File: config.mk
export PLATFORM = sky130hd
export DESIGN_NAME = instruction_fetch_unit_flat
export DESIGN_NICKNAME = d
export VERILOG_FILES = /design/src/rtl/instruction_fetch_unit_if.sv /design/src/rtl/instruction_fetch_unit.sv /design/src/flat_wrapper.sv
export SDC_FILE = /design/constraint.sdc
export NUM_CORES = 1
export LEC_CHECK = 0
export ABC_AREA = 1
export CORE_ASPECT_RATIO = 1.4
export CORE_MARGIN = 2
export CORE_UTILIZATION = 42
export DETAILED_ROUTE_END_ITERATION = 7
export PLACE_DENSITY = 0.64
export SETUP_SLACK_MARGIN = 0.05
export SLEW_MARGIN = 20
export SYNTH_ARGS = -nofsm -noshare
export SYNTH_HDL_FRONTEND = slang
export SYNTH_SLANG_ARGS = --single-unit
File: constraint.sdc
create_clock -name clock -period 13.25 [get_ports clock]
set_input_delay 3.975 -clock clock [delete_from_list [all_inputs] [get_ports clock]]
set_output_delay 3.975 -clock clock [all_outputs]
set_load 0.05 [all_outputs]
File: src/rtl/instruction_fetch_unit_if.sv
// Fetch unit bus bundle: instruction-memory port, redirect request and decode-side handshake.
// "master" is the fetch unit's view; "slave" is the memory/decode/redirect environment.
interface instruction_fetch_unit_if;
  logic [31:0] imem_addr;
  logic [31:0] imem_ins;
  logic        redirect_valid;
  logic [31:0] redirect_pc;
  logic        out_valid;
  logic        out_ready;
  logic [31:0] out_pc;
  logic [31:0] out_ins;
  logic        out_err;

  modport master (
    output imem_addr,
    input  imem_ins,
    input  redirect_valid,
    input  redirect_pc,
    output out_valid,
    input  out_ready,
    output out_pc,
    output out_ins,
    output out_err
  );

  modport slave (
    input  imem_addr,
    output imem_ins,
    output redirect_valid,
    output redirect_pc,
    input  out_valid,
    output out_ready,
    input  out_pc,
    input  out_ins,
    input  out_err
  );
endinterface

File: src/rtl/instruction_fetch_unit.sv
// Pipeline front end: owns the PC, fetches one word per cycle into a small queue
// and hands {pc, ins, err} entries to decode; redirects flush the queue and reload the PC.
module instruction_fetch_unit #(
  parameter logic [31:0] RESET_PC = 32'h0000_3000,
  parameter int          DEPTH    = 2,
  parameter int          IM_WORDS = 1024
) (
  input logic                     clock,
  input logic                     reset,
  instruction_fetch_unit_if.master bus
);

  localparam int PTR_W = (DEPTH > 1) ? $clog2(DEPTH) : 1;
  localparam int CNT_W = PTR_W + 1;
  localparam logic [CNT_W-1:0] DEPTH_C = CNT_W'(DEPTH);
  // 33-bit window bounds so a window ending at 2^32 cannot wrap to zero.
  localparam logic [32:0] PC_LO = {1'b0, RESET_PC};
  localparam logic [32:0] PC_HI = PC_LO + (33'(IM_WORDS) << 2);

  logic [31:0]      pc_q, pc_d;
  logic [PTR_W-1:0] head_q, head_d;
  logic [PTR_W-1:0] tail_q, tail_d;
  logic [CNT_W-1:0] count_q, count_d;

  logic [31:0] pc_mem_q  [DEPTH];
  logic [31:0] ins_mem_q [DEPTH];
  logic        err_mem_q [DEPTH];

  logic        fetch_err;
  logic [31:0] fetch_ins;
  logic        out_valid;
  logic        pop;
  logic        can_fetch;
  logic        push;

  assign bus.imem_addr = pc_q;

  always_comb begin
    fetch_err = (pc_q[1:0] != 2'b00)
             || ({1'b0, pc_q} < PC_LO)
             || ({1'b0, pc_q} >= PC_HI);
    fetch_ins = fetch_err ? 32'h0000_0000 : bus.imem_ins;
  end

  // Outputs are forced to zero while reset is held, even before the reset edge lands.
  assign out_valid = reset && (count_q != '0);
  assign pop       = out_valid && bus.out_ready;
  assign can_fetch = (count_q < DEPTH_C) || pop;
  assign push      = can_fetch && !bus.redirect_valid;

  always_comb begin
    pc_d    = pc_q;
    head_d  = head_q;
    tail_d  = tail_q;
    count_d = count_q;
    if (bus.redirect_valid) begin
      pc_d    = bus.redirect_pc;
      head_d  = '0;
      tail_d  = '0;
      count_d = '0;
    end else begin
      if (push) begin
        pc_d   = pc_q + 32'd4;
        tail_d = tail_q + PTR_W'(1);
      end
      if (pop) begin
        head_d = head_q + PTR_W'(1);
      end
      count_d = count_q + CNT_W'(push) - CNT_W'(pop);
    end
  end

  always_ff @(posedge clock) begin
    if (!reset) begin
      pc_q    <= RESET_PC;
      head_q  <= '0;
      tail_q  <= '0;
      count_q <= '0;
    end else begin
      pc_q    <= pc_d;
      head_q  <= head_d;
      tail_q  <= tail_d;
      count_q <= count_d;
    end
  end

  // Entry storage needs no reset: it is only observed through count_q.
  always_ff @(posedge clock) begin
    if (push) begin
      pc_mem_q[tail_q]  <= pc_q;
      ins_mem_q[tail_q] <= fetch_ins;
      err_mem_q[tail_q] <= fetch_err;
    end
  end

  assign bus.out_valid = out_valid;
  assign bus.out_pc    = out_valid ? pc_mem_q[head_q]  : 32'h0000_0000;
  assign bus.out_ins   = out_valid ? ins_mem_q[head_q] : 32'h0000_0000;
  assign bus.out_err   = out_valid ? err_mem_q[head_q] : 1'b0;

endmodule

File: src/flat_wrapper.sv
// flat-port wrapper written by rule: the top's interface ports become plain ports
module instruction_fetch_unit_flat 
#(
  parameter logic [31:0] RESET_PC = 32'h0000_3000,
  parameter int          DEPTH    = 2,
  parameter int          IM_WORDS = 1024
)
  (clock, reset, bus_imem_addr, bus_imem_ins, bus_redirect_valid, bus_redirect_pc, bus_out_valid, bus_out_ready, bus_out_pc, bus_out_ins, bus_out_err);
  instruction_fetch_unit_if bus_i ();
  input logic clock;
  input logic reset;
  output wire logic [$bits(bus_i.imem_addr)-1:0] bus_imem_addr;
  input wire logic [$bits(bus_i.imem_ins)-1:0] bus_imem_ins;
  input wire logic [$bits(bus_i.redirect_valid)-1:0] bus_redirect_valid;
  input wire logic [$bits(bus_i.redirect_pc)-1:0] bus_redirect_pc;
  output wire logic [$bits(bus_i.out_valid)-1:0] bus_out_valid;
  input wire logic [$bits(bus_i.out_ready)-1:0] bus_out_ready;
  output wire logic [$bits(bus_i.out_pc)-1:0] bus_out_pc;
  output wire logic [$bits(bus_i.out_ins)-1:0] bus_out_ins;
  output wire logic [$bits(bus_i.out_err)-1:0] bus_out_err;
  assign bus_imem_addr = bus_i.imem_addr;
  assign bus_i.imem_ins = bus_imem_ins;
  assign bus_i.redirect_valid = bus_redirect_valid;
  assign bus_i.redirect_pc = bus_redirect_pc;
  assign bus_out_valid = bus_i.out_valid;
  assign bus_i.out_ready = bus_out_ready;
  assign bus_out_pc = bus_i.out_pc;
  assign bus_out_ins = bus_i.out_ins;
  assign bus_out_err = bus_i.out_err;
  instruction_fetch_unit #(.RESET_PC(RESET_PC), .DEPTH(DEPTH), .IM_WORDS(IM_WORDS)) u_core (.clock(clock), .reset(reset), .bus(bus_i));
endmodule
# ---- Word level (Yosys, flattened, before mapping)
# Memory sizes are Yosys's and may differ from the RTL's. A register that Yosys moved wholly into a read port is not among the register bits.
# Index checks and enable logic that the tools add are counted.
dict set report totals {
  ff_bits 36
  mem_bits_rw 130
  inputBits 68
  word_cells 41
  memories 3
}
dict set report classes {
  n_addsub 5
  order_cmp 3
  n_mux 14
  bitwise_logic 1
  reduce_logical 11
}
# memory words word_bits rd rd_clocked_by_memory_dff wr line
set mem_list {}
lappend mem_list {u_core.ins_mem_q 2 32 1 1 1 instruction_fetch_unit.sv:26} ;# logic [31:0] ins_mem_q [DEPTH];
lappend mem_list {u_core.pc_mem_q 2 32 1 1 1 instruction_fetch_unit.sv:25} ;# logic [31:0] pc_mem_q [DEPTH];
lappend mem_list {u_core.err_mem_q 2 1 1 1 1 instruction_fetch_unit.sv:27} ;# logic err_mem_q [DEPTH];
# operator n
set ops {}
lappend ops {{32-bit 2-to-1 mux} 5}
lappend ops {{32-bit by 3-bit adder with 32-bit output, second input constant} 1}
lappend ops {{32-bit by 15-bit >= comparator with 1-bit output, second input constant} 1}
lappend ops {{32-bit by 14-bit less-than comparator with 1-bit output, second input constant} 1}
lappend ops {{1-bit 2-to-1 mux} 9}
lappend ops {{2-bit nonzero test} 3}
lappend ops {{1-bit logical AND} 3}
lappend ops {{1-bit logical OR} 3}
lappend ops {{1-bit adder, second input constant} 2}
lappend ops {{2-bit by 1-bit adder with 2-bit output} 1}
lappend ops {{2-bit less-than comparator, second input constant} 1}
lappend ops {{2-bit OR reduction} 1}
lappend ops {{2-bit by 1-bit subtractor with 2-bit output} 1}
lappend ops {{1-bit zero test} 1}
lappend ops {{1-bit NOT} 1}

# ---- Longest topological paths before layout
# Gate-level depths: netlist (run 1).
dict set report depth {
  ltp_word 7
  ltp_mapped 11
}

# ---- Worst setup path after synthesis (run 1)
# OpenSTA, ideal clock, no wires.
dict set report synth_timing {
  path_type {input -> output}
  startpoint {input port reset}
  endpoint {output port bus_out_pc[22]}
  arrival_ps 5260
  required_ps 9275
  slack_ps 4015
  path_stages 5
  n_path_buf 1
  path_cell_list {inv_1 -> nor2_4 -> buf_1 -> nand2_1 -> inv_1}
}
dict set report synth_between {
  elab_chain_len 2
}
# element line
set synth_rtl {}
lappend synth_rtl {{start, declared} flat_wrapper.sv:11} ;# input logic reset;
lappend synth_rtl {{1-bit logical AND} instruction_fetch_unit.sv:46} ;# assign out_valid = reset && (count_q != '0);
lappend synth_rtl {{named net bus_out_valid} flat_wrapper.sv:16} ;# output wire logic [$bits(bus_i.out_valid)-1:0] bus_out_valid;
lappend synth_rtl {{32-bit 2-to-1 mux} instruction_fetch_unit.sv:97} ;# assign bus.out_pc = out_valid ? pc_mem_q[head_q] : 32'h0000_0000;
lappend synth_rtl {{end, declared} flat_wrapper.sv:18} ;# output wire logic [$bits(bus_i.out_pc)-1:0] bus_out_pc;
# The timed path passes the listed nets, and every way through them passes these cells.

# ---- Final worst setup path (run 1)
dict set report layout_timing {
  startpoint {input port reset}
  endpoint {output port bus_out_pc[29]}
}
dict set report layout_between {
  elab_chain_len 2
}
# element line
set layout_rtl {}
lappend layout_rtl {{1-bit logical AND} instruction_fetch_unit.sv:46}
lappend layout_rtl {{32-bit 2-to-1 mux} instruction_fetch_unit.sv:97}
# Every way passes these cells.

==> out/qor.txt, run 1 <==
top sig layer: met4
placed cells: 1198
Leak Pwr: 4.31 nW
CTS resizes: 0
IO Port Bufs: 165
Met3 Wirelength: 734 um
commonest cells in the netlist: nand2_1 (179), inv_1 (152), edfxtp_1 (130)
Post-synth EDFFs: 130
RSZ-0062 raised after global routing: no
register area share after synthesis: 0.590
Int Pwr: 0.925 mW
Crit path arrival time: 7.42 ns
clk_lat worst skew: 0.41 ns
Core Util, Final: 0.559
slowest stage cell, crit path: clkdlybuf4s50_1
nets: 1045
Avg Cell Area, Syn: 9.68 um2
I/O Pins: 166
slack of the critical path: 1.86 ns
Worst path depth: 7
Vias: 5859
switch share: 0.255
WHS: 0.490 ns
Post-CTS Setup Bufs: 0
GPL Wtd Cong: 0.881
Register-to-Register Path Depth: 7
largest net degree at the start of global routing: 66
fin crit share: 0.860
setup slack at placement: 1.80 ns
Post-synth ARST share: 0
Hold Crit Class: reg -> reg
drt pass-1 iters: 5
antenna violations before repair: 0
# rows: 59
Netlist cell types: 32
Final HPWL DP: 12300 um
setup TNS: 0 ns
Tot GR Track Use: 0.186
grt total ovfl: 0
wire length of the first global-routing pass: 29000 um
Buf+Inv Stages, Crit Path: 5
initial core utilization: 0.426
dpl cell area: 0.00975 mm2
Mapped Nets: 885
hold depth: 2
clock buffer depth: 2
Top delay family on crit path: buffers and inverters
Crit. End Element: output pin
area added between synthesis and finish: 31.2%
final hold violation count: 0
Top FF cell, synth: edfxtp_1
Syn. warnings: 0
routed wl met2: 9470 um
Root Driver: clkbuf_16
Yosys reg bits: 167
Tot Pwr: 1.24 mW
Via density: 4.76
full die area: 0.0199 mm2
part of the power in registers: 0.491
post-synth top area cell: edfxtp_1
Mapped Cells: 813
cell breakdown of the critical path: clkdlybuf4s50_1 > inv_1 > nor2_4 > buf_4 > nand2_1 > inv_1 > clkdlybuf4s50_1
worst-margin pin slew: 0.924 ns
peak supply drop: 0.0000614 V
f_max: 0.0878 GHz
largest cells by area after synthesis: edfxtp_1 (50%), dfxtp_1 (9.4%), mux2_2 (9.3%)
skew final: 0.0152 ns
Clock transition at path regs: 0.06 ns
outcome: completed
antenna-violating nets left: 0
H-tree level count: 4
M1 WL: 7630 um
DR iter-0 viols: 375
critical path type: in -> out
Critical Path RT: 9.27 ns
share of total power in combinational logic: 0.126
fin cells: 1230
DIE HEIGHT: 166 um
Ant. Diodes: 0
Die Wd: 120 um
Critical Path Start Type: input pin
Slew Limit Fails: 0
Final setup viols: 0
design area: 0.0103 mm2
clock buffer count from CTS: 17
Detailed Route WL: 18300 um
switching power: 0.317 mW
mapped cell area: 0.00787 mm2
fin crit period: 11.39 ns
most common cell in the synthesized netlist: nand2_1
DRC: 0
Rel. slew slack: 0.384
CTS Hold Bufs: 0
Critical Path Fanout Max: 43
area fraction of the dominant cell type after synthesis: 0.496
Max Cap Viol: 0
Pwr Density: 120 mW/mm2
CTS tree: done
Clock power frac: 0.383
layout cells sized above 1: 0.117
core area: 0.0185 mm2
vias in the first global route: 5713
WL per Instance: 14.8 um
CP peak stage delay: 0.80 ns
clock sink count: 167
==> per-layer routing <==
layer / vias up / track usage
met1: 2733 / 0.223
met2: 149 / 0.331
met5: - / 0
met4: 0 / 0.0716
li1: 2948 / -
met3: 29 / 0.0326
==> layout make-up <==
type                       count  area [um2]
clock buffer                  20         458
inverter                     155         582
clock inverter                12         118
sequential                   167        4650
tap                          244         305
fill                        1655        8130
timing repair buffer         170        1690
multi-input combinational    462        2520
==> worst register-to-register path, cell delays in order (launching register included) <==
cell and delay (ns):
dfxtp_1 0.43, nor2_1 0.11, nor2_4 0.51, nand2_4 0.13
nand2_4 0.22, nand2_2 0.24, nor2_4 0.33, buf_4 0.70
==> cells in the final DEF (no fill, tap or decap), drive strengths merged <==
| master | Yosys | routed |
|---|---|---|
| edfxtp | 130 | 130 |
| clkinvlp | 0 | 4 |
| dfxtp | 37 | 37 |
| or2 | 3 | 3 |
| nand4 | 11 | 11 |
| clkdlybuf4s50 | 0 | 165 |
| o21ai | 28 | 28 |
| nor3 | 3 | 3 |
| o221ai | 1 | 1 |
| nand3 | 38 | 38 |
| nor2 | 83 | 83 |
| xor2 | 4 | 4 |
| nand2 | 183 | 183 |
| a211oi | 2 | 2 |
| inv | 153 | 157 |
| xnor2 | 2 | 2 |
| a31oi | 4 | 4 |
| ha | 4 | 4 |
| mux2 | 65 | 65 |
| bufinv | 0 | 1 |
| clkbuf | 15 | 20 |
| a21oi | 28 | 28 |
| clkinv | 2 | 5 |
| nand3b | 1 | 1 |
| nor4 | 2 | 2 |
| buf | 14 | 5 |
==> flip-flops by register name (all words and copies together), names as in the netlist, named ones only <==
| name | flops |
|---|---|
| u_core.bus.imem_addr | 32 |
| u_core.count_q | 2 |
| u_core.tail_q | 1 |
| u_core.ins_mem_q | 64 |
| u_core.pc_mem_q | 64 |
| u_core.head_q | 1 |
| u_core.err_mem_q | 2 |
==> power groups by stage <==
stage | Clock (mW) | Combinational (mW) | Sequential, mW
floorplan | 0 | 0.0758 | 0.639
global placement | 0 | 0.157 | 0.621
detailed placement | 0 | 0.158 | 0.622
CTS | 0.486 | 0.158 | 0.611
global route | 0.506 | 0.169 | 0.614
finish | 0.476 | 0.157 | 0.610
==> kinds of logic after synthesis <==
| kind of cell | share of synthesized area |
|---|---|
| xor gates and xnor gates | 0.00668 |
| buffers and inverters | 0.0911 |
| muxes | 0.0930 |
| DFF | 0.590 |
| and+or+nand+nor | 0.171 |
| adders and majority gates | 0.00636 |
| AOI/OAI and AO/OA | 0.0418 |
==> path summary, 6_finish.rpt <==
path	startpoint	endpoint	slack (ns)
worst min-delay path	u_core.head_q	u_core.head_q	0.49
worst max register to register	u_core.count_q[1]	u_core.pc_mem_q[0][25]	10.14
worst max-delay path	reset	bus_out_pc[29]	1.86
worst min register to register	u_core.head_q	u_core.head_q	0.49
(Power assumes the default switching activity.)
==> run 2, diff against run 1 <==
--- a/config.mk
+++ b/config.mk
@@ -10,6 +10,7 @@
 export CORE_MARGIN = 2
 export CORE_UTILIZATION = 42
 export DETAILED_ROUTE_END_ITERATION = 7
+export GPL_TIMING_DRIVEN = 0
 export PLACE_DENSITY = 0.64
 export SETUP_SLACK_MARGIN = 0.05
 export SLEW_MARGIN = 20
==> run 2 against run 1 <==
  * Hold slack better by 0.011 ns
  * Cell area up 1.7%
  * Register-to-register slack better by 0.61 ns
  * Combinational power up 4%
  * Sequential cell count unchanged
  * Largest cell class unchanged
==> out/qor.txt, run 2 (same netlist as run 1, synthesis figures left out) <==
Leak Pwr: 4.42 nW (was 4.31 nW)
area added between synthesis and finish: 33.5% (was 31.2%)
most frequent cells in the layout: nand2_1 (179), clkdlybuf4s50_1 (165), inv_1 (152) (unchanged)
Tot GR Track Use: 0.198 (was 0.186)
Root Driver: clkbuf_16 (unchanged)
Ant. Diodes: 0 (unchanged)
vias in the first global route: 5862 (was 5713)
fin crit share: 0.813 (was 0.860)
antenna-violating nets left: 0 (unchanged)
skew final: 0.0141 ns (was 0.0152 ns)
Crit. End Element: output pin (unchanged)
wire length of the first global-routing pass: 30600 um (was 29000 um)
core area: 0.0185 mm2 (unchanged)
register area: 0.00464 mm2 (was 0.00465 mm2)
CTS Hold Bufs: 0 (unchanged)
critical path type: in -> out (unchanged)
RSZ-0062 raised after global routing: no (unchanged)
IO Port Bufs: 165 (unchanged)
design area: 0.0105 mm2 (was 0.0103 mm2)
peak supply drop: 0.0000733 V (was 0.0000614 V)
Clock power frac: 0.387 (was 0.383)
DRC: 0 (unchanged)
outcome: completed (unchanged)
full die area: 0.0199 mm2 (unchanged)
CTS tree: done (unchanged)
# fillers: 1684 (was 1655)
worst-margin pin slew: 0.708 ns (was 0.924 ns)
Critical Path Fanout Max: 10 (was 43)
Clock transition at path regs: 0.06 ns (about the same)
fin crit period: 10.78 ns (was 11.39 ns)
largest net degree at the start of global routing: 25 (was 66)
Final HPWL DP: 14000 um (was 12300 um)
Post-CTS Setup Bufs: 0 (unchanged)
clock sink count: 167 (unchanged)
Pwr Density: 120 mW/mm2 (about the same)
Hold Crit Class: reg -> reg (unchanged)
antenna violations before repair: 0 (unchanged)
grt total ovfl: 0 (unchanged)
Vias: 6033 (was 5859)
clk_lat worst skew: 0.42 ns (was 0.41 ns)
DIE HEIGHT: 166 um (unchanged)
CTS resizes: 0 (unchanged)
setup TNS: 0 ns (unchanged)
Die Wd: 120 um (unchanged)
switching power: 0.333 mW (was 0.317 mW)
dpl cell area: 0.00992 mm2 (was 0.00975 mm2)
part of the power in registers: 0.484 (was 0.491)
clock buffer count from CTS: 17 (unchanged)
Max Cap Viol: 0 (unchanged)
H-tree level count: 4 (unchanged)
WL per Instance: 15.3 um (was 14.8 um)
switch share: 0.264 (was 0.255)
area of the multi-input gates: 0.00252 mm2 (about the same)
drt pass-1 iters: 5 (unchanged)
initial core utilization: 0.426 (unchanged)
Rel. slew slack: 0.527 (was 0.384)
Critical Path Start Type: input pin (unchanged)
DR iter-0 viols: 341 (was 375)
Critical Path RT: 9.27 ns (about the same)
clock buffer depth: 2 (unchanged)
Via density: 4.80 (was 4.76)
final hold violation count: 0 (unchanged)
share of total power in combinational logic: 0.130 (was 0.126)
layout cells sized above 1: 0.123 (was 0.117)
Int Pwr: 0.926 mW (was 0.925 mW)
Slew Limit Fails: 0 (unchanged)
Final setup viols: 0 (unchanged)
GPL Wtd Cong: 0.874 (was 0.881)
f_max: 0.0928 GHz (was 0.0878 GHz)
Detailed Route WL: 19300 um (was 18300 um)
most common cell after layout, fill and taps aside: nand2_1 (unchanged)
# rows: 59 (unchanged)
nets: 1073 (was 1045)
I/O Pins: 166 (unchanged)
Crit path arrival time: 6.80 ns (was 7.42 ns)
-- run 2: worst max-delay path, cell delays in order --
cell,delay (ns)
clkdlybuf4s50_1,0.63
inv_1,0.13
nor2_4,0.20
clkbuf_1,0.53
buf_2,0.37
nand2_1,0.09
inv_1,0.08
clkdlybuf4s50_1,0.80
-- run 2: path summary, 6_finish.rpt --
kind / depth (start not counted) / end / slack (ns) / from
setup / recovery: 8 / bus_out_pc[1] / 2.47 / reset
hold reg to reg: 2 / u_core.head_q / 0.50 / u_core.head_q
hold / removal: 2 / u_core.head_q / 0.50 / u_core.head_q
setup reg to reg: 8 / u_core.pc_mem_q[0][23] / 10.75 / u_core.count_q[1]
-- run 2: per-layer routing --
| layer | routed length, um | share of wire | track usage | up-vias |
|---|---|---|---|---|
| met5 | 0 | 0 | 0 | - |
| met3 | 779 | 0.040 | 0.0261 | 21 |
| met2 | 10500 | 0.54 | 0.365 | 153 |
| met4 | 308 | 0.016 | 0.0634 | 0 |
| met1 | 7710 | 0.40 | 0.236 | 2851 |
| li1 | - | - | - | 3008 |
-- run 2: power by group through the flow --
stage	Combinational (mW)	Clock [mW]	Sequential [mW]
3_3_place_gp	0.160	0	0.622
6_report	0.163	0.487	0.609
3_5_place_dp	0.164	0	0.620
5_1_grt	0.176	0.513	0.612
2_1_floorplan	0.0758	0	0.639
4_1_cts	0.165	0.494	0.609
-- run 2: area by class of cell --
| type | instances | share of cell area |
|---|---|---|
| flip-flops and latches | 167 | 0.442 |
| repair buffers | 169 | 0.165 |
| multi-input cells | 462 | 0.240 |
| clock buffers | 19 | 0.0422 |
| inverters | 155 | 0.0554 |
| well taps | 244 | 0.0291 |
| plain buffers | 29 | 0.0129 |
| clock inverters | 13 | 0.0131 |
-- run 2: stage by stage --
stage,total power [mW],utilization,setup slack [ns],instances,hold slack (ns)
2_1_floorplan,0.715,-,4.02,813,0.459
3_3_place_gp,0.782,0.532,2.40,1222,0.468
3_5_place_dp,0.785,0.538,2.36,1226,0.484
4_1_cts,1.27,0.569,2.36,1258,0.493
5_1_grt,1.30,0.569,2.29,1258,0.540
6_report,1.26,0.569,2.47,1258,0.501
